<file path="config.mk">
export PLATFORM = sky130hd
export DESIGN_NAME = fetch_stage
export DESIGN_NICKNAME = d
export VERILOG_FILES = /design/src/rtl/fetch_stage.sv
export SDC_FILE = /design/constraint.sdc
export NUM_CORES = 1
export LEC_CHECK = 0
export CORE_ASPECT_RATIO = 1.25
export CORE_MARGIN = 2
export CORE_UTILIZATION = 50
export DETAILED_ROUTE_END_ITERATION = 10
export PLACE_DENSITY = 0.78
export SLEW_MARGIN = 25
export SYNTH_ARGS = -nofsm -noshare
export SYNTH_HDL_FRONTEND = slang
export SYNTH_SLANG_ARGS = --single-unit
</file>
<file path="constraint.sdc">
create_clock -name clk -period 16.4 [get_ports clk]
set_input_delay 3.28 -clock clk [delete_from_list [all_inputs] [get_ports clk]]
set_output_delay 3.28 -clock clk [all_outputs]
set_load 0.03 [all_outputs]
</file>
<file path="src/rtl/fetch_stage.sv">
// Instruction fetch stage: PC, request/grant memory port, prefetch FIFO
// and the IF/ID register feeding decode.
module fetch_stage #(
    parameter int                    DATA_WIDTH = 32,
    parameter logic [DATA_WIDTH-1:0] RESET_PC   = '0,
    parameter int                    FIFO_DEPTH = 2
) (
    input  logic                  clk,
    input  logic                  rst,
    output logic                  imem_req,
    output logic [DATA_WIDTH-1:0] imem_addr,
    input  logic                  imem_gnt,
    input  logic                  imem_rvalid,
    input  logic [31:0]           imem_rdata,
    input  logic                  PCSrcE,
    input  logic [DATA_WIDTH-1:0] PCTargetE,
    input  logic                  StallD,
    output logic [31:0]           InstrD,
    output logic [DATA_WIDTH-1:0] PCD,
    output logic [DATA_WIDTH-1:0] PC_PlusD,
    output logic                  ValidD
);

    localparam int AW = (FIFO_DEPTH > 1) ? $clog2(FIFO_DEPTH) : 1;
    localparam int OW = $clog2(2 * FIFO_DEPTH) + 1;
    localparam int CW = OW + 1;
    localparam logic [AW:0]           DEPTH_C = (AW + 1)'(FIFO_DEPTH);
    localparam logic [CW-1:0]         LIMIT_C = CW'(FIFO_DEPTH);
    localparam logic [31:0]           NOP     = 32'h0000_0013;
    localparam logic [DATA_WIDTH-1:0] STEP    = DATA_WIDTH'(4);

    logic [DATA_WIDTH-1:0] pc;
    logic [DATA_WIDTH-1:0] rpc;
    logic [31:0]           fifo_instr [FIFO_DEPTH];
    logic [DATA_WIDTH-1:0] fifo_pc    [FIFO_DEPTH];
    logic [AW-1:0]         wr_ptr;
    logic [AW-1:0]         rd_ptr;
    logic [AW:0]           occ;
    logic [OW-1:0]         outst;
    logic [OW-1:0]         kill;

    logic                  empty;
    logic                  full;
    logic                  pop;
    logic                  rsp;
    logic                  discard;
    logic                  push;
    logic                  xfer;
    logic [CW-1:0]         live;
    logic [AW:0]           occ_n;
    logic [OW-1:0]         outst_n;
    logic [OW-1:0]         kill_n;

    // Slots that will be occupied once everything still wanted has landed.
    always_comb begin
        empty   = (occ == '0);
        full    = (occ == DEPTH_C);
        pop     = !empty && !StallD && !PCSrcE;
        rsp     = imem_rvalid && (outst != '0);
        discard = (kill != '0) || PCSrcE;
        push    = rsp && !discard;
        live    = CW'(occ) - CW'(pop) + CW'(outst) - CW'(kill);
        imem_req  = !rst && !PCSrcE && (live < LIMIT_C);
        imem_addr = pc;
        xfer    = imem_req && imem_gnt;
    end

    always_comb begin
        outst_n = outst + OW'(xfer) - OW'(rsp);
        occ_n   = occ + (AW + 1)'(push) - (AW + 1)'(pop);
        kill_n  = kill;
        if (PCSrcE) begin
            occ_n  = '0;
            kill_n = outst - OW'(rsp);
        end else if (rsp && (kill != '0)) begin
            kill_n = kill - OW'(1);
        end
    end

    always_ff @(posedge clk) begin
        if (rst) begin
            pc     <= RESET_PC;
            rpc    <= RESET_PC;
            wr_ptr <= '0;
            rd_ptr <= '0;
            occ    <= '0;
            outst  <= '0;
            kill   <= '0;
        end else begin
            occ   <= occ_n;
            outst <= outst_n;
            kill  <= kill_n;
            if (PCSrcE) begin
                pc     <= PCTargetE;
                rpc    <= PCTargetE;
                wr_ptr <= '0;
                rd_ptr <= '0;
            end else begin
                if (xfer) pc <= pc + STEP;
                if (push) begin
                    rpc    <= rpc + STEP;
                    wr_ptr <= wr_ptr + AW'(1);
                end
                if (pop) rd_ptr <= rd_ptr + AW'(1);
            end
        end
    end

    always_ff @(posedge clk) begin
        if (!rst && push) begin
            fifo_instr[wr_ptr] <= imem_rdata;
            fifo_pc[wr_ptr]    <= rpc;
        end
    end

    // Redirect beats a decode stall: the held instruction is on a dead path.
    always_ff @(posedge clk) begin
        if (rst || PCSrcE) begin
            InstrD   <= NOP;
            PCD      <= '0;
            PC_PlusD <= '0;
            ValidD   <= 1'b0;
        end else if (!StallD) begin
            if (pop) begin
                InstrD   <= fifo_instr[rd_ptr];
                PCD      <= fifo_pc[rd_ptr];
                PC_PlusD <= fifo_pc[rd_ptr] + STEP;
                ValidD   <= 1'b1;
            end else begin
                InstrD   <= NOP;
                PCD      <= '0;
                PC_PlusD <= '0;
                ValidD   <= 1'b0;
            end
        end
    end

    always_ff @(posedge clk) begin
        if (!rst) assert (!(push && full && !pop));
    end

endmodule

</file>
==> run summary <==
Post-Syn Area per Cell -> 10.64 µm²
worst-path maximum fanout -> 55
Site Rows -> 65
nets@finish -> 1,467
switching pwr -> 0.0004174 W
Synth async-reset ratio -> 0%
Post-synth EDFFs -> 128
cts hold-fix bufs -> 0
Antenna Nets Post-Route -> 0
WL final -> 30,690 µm
area leader, netlist -> edfxtp_1
TritonCTS clock tree -> built
root buf cell -> clkbuf_16
final worst slack -> 4.833 ns
H-Tree Depth -> 1
Die ar. -> 26,930 µm²
IO Port Bufs -> 199
later-pin clock latency in the skew report -> 0.54 ns
Fmax achieved -> 86.45 MHz
Finished Core Util -> 63.43%
number of max-cap violations -> 0
Iteration-0 DRC Markers -> 706
Min Clock Period, post-route -> 11.57 ns
Worst Clk Skew -> 0.01270 ns
post-CTS sizing -> 0
Mapped Area -> 12,810 µm²
Via density -> 5.678
Sw Share -> 24.52%
initial core utilization -> 50.82%
CTS Buf Count -> 28
Main synth FF type -> dfxtp_1
Final GP Congestion -> 0.9061
distinct cell type count after synthesis -> 67
Initial DRT Pass Iterations -> 7
crit path capture type -> output port
Clock power frac -> 38.8%
max_slew headroom -> 36.95%
total track usage -> 22.27%
first-pass GRT wire length -> 48,980 µm
Gate power share -> 12.4%
largest net degree at the start of global routing -> 82
Net Count, Synth -> 1,294
number of global-route vias before repair -> 9,616
share of post-route cells with drive strength above 1 -> 7.219%
slew at the pin with the worst max-slew slack -> 0.9379 ns
ratio of final minimum period to clock period -> 70.53%
area share of the largest cell type after synthesis -> 30.00%
post-CTS setup buffer count -> 0
# clock sinks -> 298
pre-CTS WS -> 4.906 ns
status -> finished clean
antenna violations before repair -> 0
Area Growth Syn to Fin -> 24.81%
P_int -> 0.001285 W
Seq pwr share -> 48.8%
synth cell count leaders -> 170 x dfxtp_1, 148 x nor2_1, 128 x edfxtp_1
flops & latches, synth -> 298
RSZ-0062 raised after global routing -> no
DRC viols -> 0
final setup TNS -> 0 ns
Hold Vio Cnt, Final -> 0
Hold Path Class -> reg -> reg
ANT cells -> 0
hold depth -> 2
via count -> 9,846
sequential-to-total area share from yosys stat -> 56.56%
final-report setup violation count -> 0
chip height -> 183.0 µm
Max VDD drop -> 0.09173 mV
fin. max-slew vios -> 0
r2r worst-path depth -> 22
top cells by area, synth -> edfxtp_1 30%, dfxtp_1 27%, nor2_1 4.3%
top-count cell post-synth -> dfxtp_1
I/O pin total -> 200
Die W -> 147.2 µm
DR WL/cell -> 17.70 µm
core region area -> 25,210 µm²
Worst Setup Path Type -> in -> out
clk slew on worst S/H paths -> 0.07 ns
Synth Instances -> 1,204
Req. time, crit path -> 13.12 ns
CP arrival -> 8.29 ns
Yosys warning total -> 0
flop-to-flop setup slack -> 10.06 ns
pwr/cell area -> 106.4 nW/µm²
Post-DP HPWL -> 21,000 µm
CP Launch Type -> primary input
grt ovf -> 0
CTS max path bufs -> 3
Pleak -> 5.245 nW
-- cells by family after synthesis --
kind of cell               after synthesis  synth area share (%)
AOI/OAI and AO/OA                      231                 12.04
xor gates and xnor gates                46                 3.144
adders and majority gates               20                 2.187
buffers and inverters                  108                 3.466
DFF                                    298                 56.56
muxes                                   74                 5.976
and+or+nand+nor                        427                 16.63
-- power by group through the flow --
stage | Combinational (W) | Sequential [W] | Clock [W]
6_report | 0.000211 | 0.000830 | 0.000661
5_1_grt | 0.000233 | 0.000834 | 0.000706
4_1_cts | 0.000211 | 0.000830 | 0.000671
3_5_place_dp | 0.000210 | 0.000846 | 0
3_3_place_gp | 0.000202 | 0.000844 | 0
2_1_floorplan | 0.000136 | 0.000851 | 0
-- critical path, cell delays in order --
cell,delay [ns]
clkdlybuf4s50_1,0.45
buf_4,0.41
inv_2,0.11
nand2b_2,0.09
buf_4,0.50
inv_1,0.13
buf_4,0.25
ha_1,0.21
ha_1,0.29
fa_1,0.49
inv_1,0.07
ha_1,0.28
nand4b_1,0.11
a21oi_1,0.31
nor2_1,0.10
nor4_1,0.37
clkdlybuf4s50_1,0.74
-- stage by stage --
step / hold WS (ns) / instance area (µm²) / std cells / power, W
2_1_floorplan: 0.4254 / 12810 / 1204 / 0.0009866
3_3_place_gp: 0.4363 / 15030 / 1681 / 0.001046
3_5_place_dp: 0.4417 / 15030 / 1681 / 0.001055
4_1_cts: 0.4564 / 15990 / 1733 / 0.001711
5_1_grt: 0.4740 / 15990 / 1734 / 0.001772
6_report: 0.4543 / 15990 / 1734 / 0.001702
-- placed cells by master, fill, tap and decap left out, drive strengths merged, types with 17 or more instances in the layout --
cell | synthesis | layout
clkbuf | 52 | 35
mux2 | 20 | 20
a21oi | 72 | 72
buf | 20 | 17
edfxtp | 128 | 128
nand2 | 100 | 100
o211ai | 17 | 17
a22oi | 26 | 26
nand3 | 42 | 42
nor2 | 148 | 148
xnor2 | 33 | 33
nand4 | 30 | 30
dfxtp | 170 | 170
clkdlybuf4s50 | 0 | 197
inv | 36 | 36
mux2i | 54 | 54
o21ai | 27 | 27
nor3 | 17 | 17
-- flip-flops by register name, summed over array words and instances, names as in the netlist, named ones only --
name,flops
kill,3
PC_PlusD,30
ValidD,1
PCD,32
outst,3
fifo_pc,64
rd_ptr,1
InstrD,32
imem_addr,32
rpc,32
wr_ptr,1
fifo_instr,64
occ,2
-- area by class of cell --
cell class	instances	area, µm²
inverters	36	135.1
clock inverters	18	191.4
repair buffers	215	2100
fillers	1948	9219
multi-input cells	798	5132
flip-flops and latches	298	7251
well taps	335	419.2
clock buffers	34	764.5
-- layer usage --
metal  track usage, %  vias to the layer above  wire length (µm)
met5                0                        -                 0
met4            6.654                        0               745
met3            2.910                       54              1996
met2            39.12                      375             15000
met1            28.82                     4670             12940
li1                 -                     4747                 -
-- worst paths after layout --
check,to,startpoint
setup reg to reg,outst[2],occ[1]
hold reg to reg,PC_PlusD[28],PC_PlusD[28]
setup / recovery,imem_req,PCSrcE
hold / removal,PC_PlusD[28],PC_PlusD[28]
Note: power is estimated with default switching activity, not from simulation.
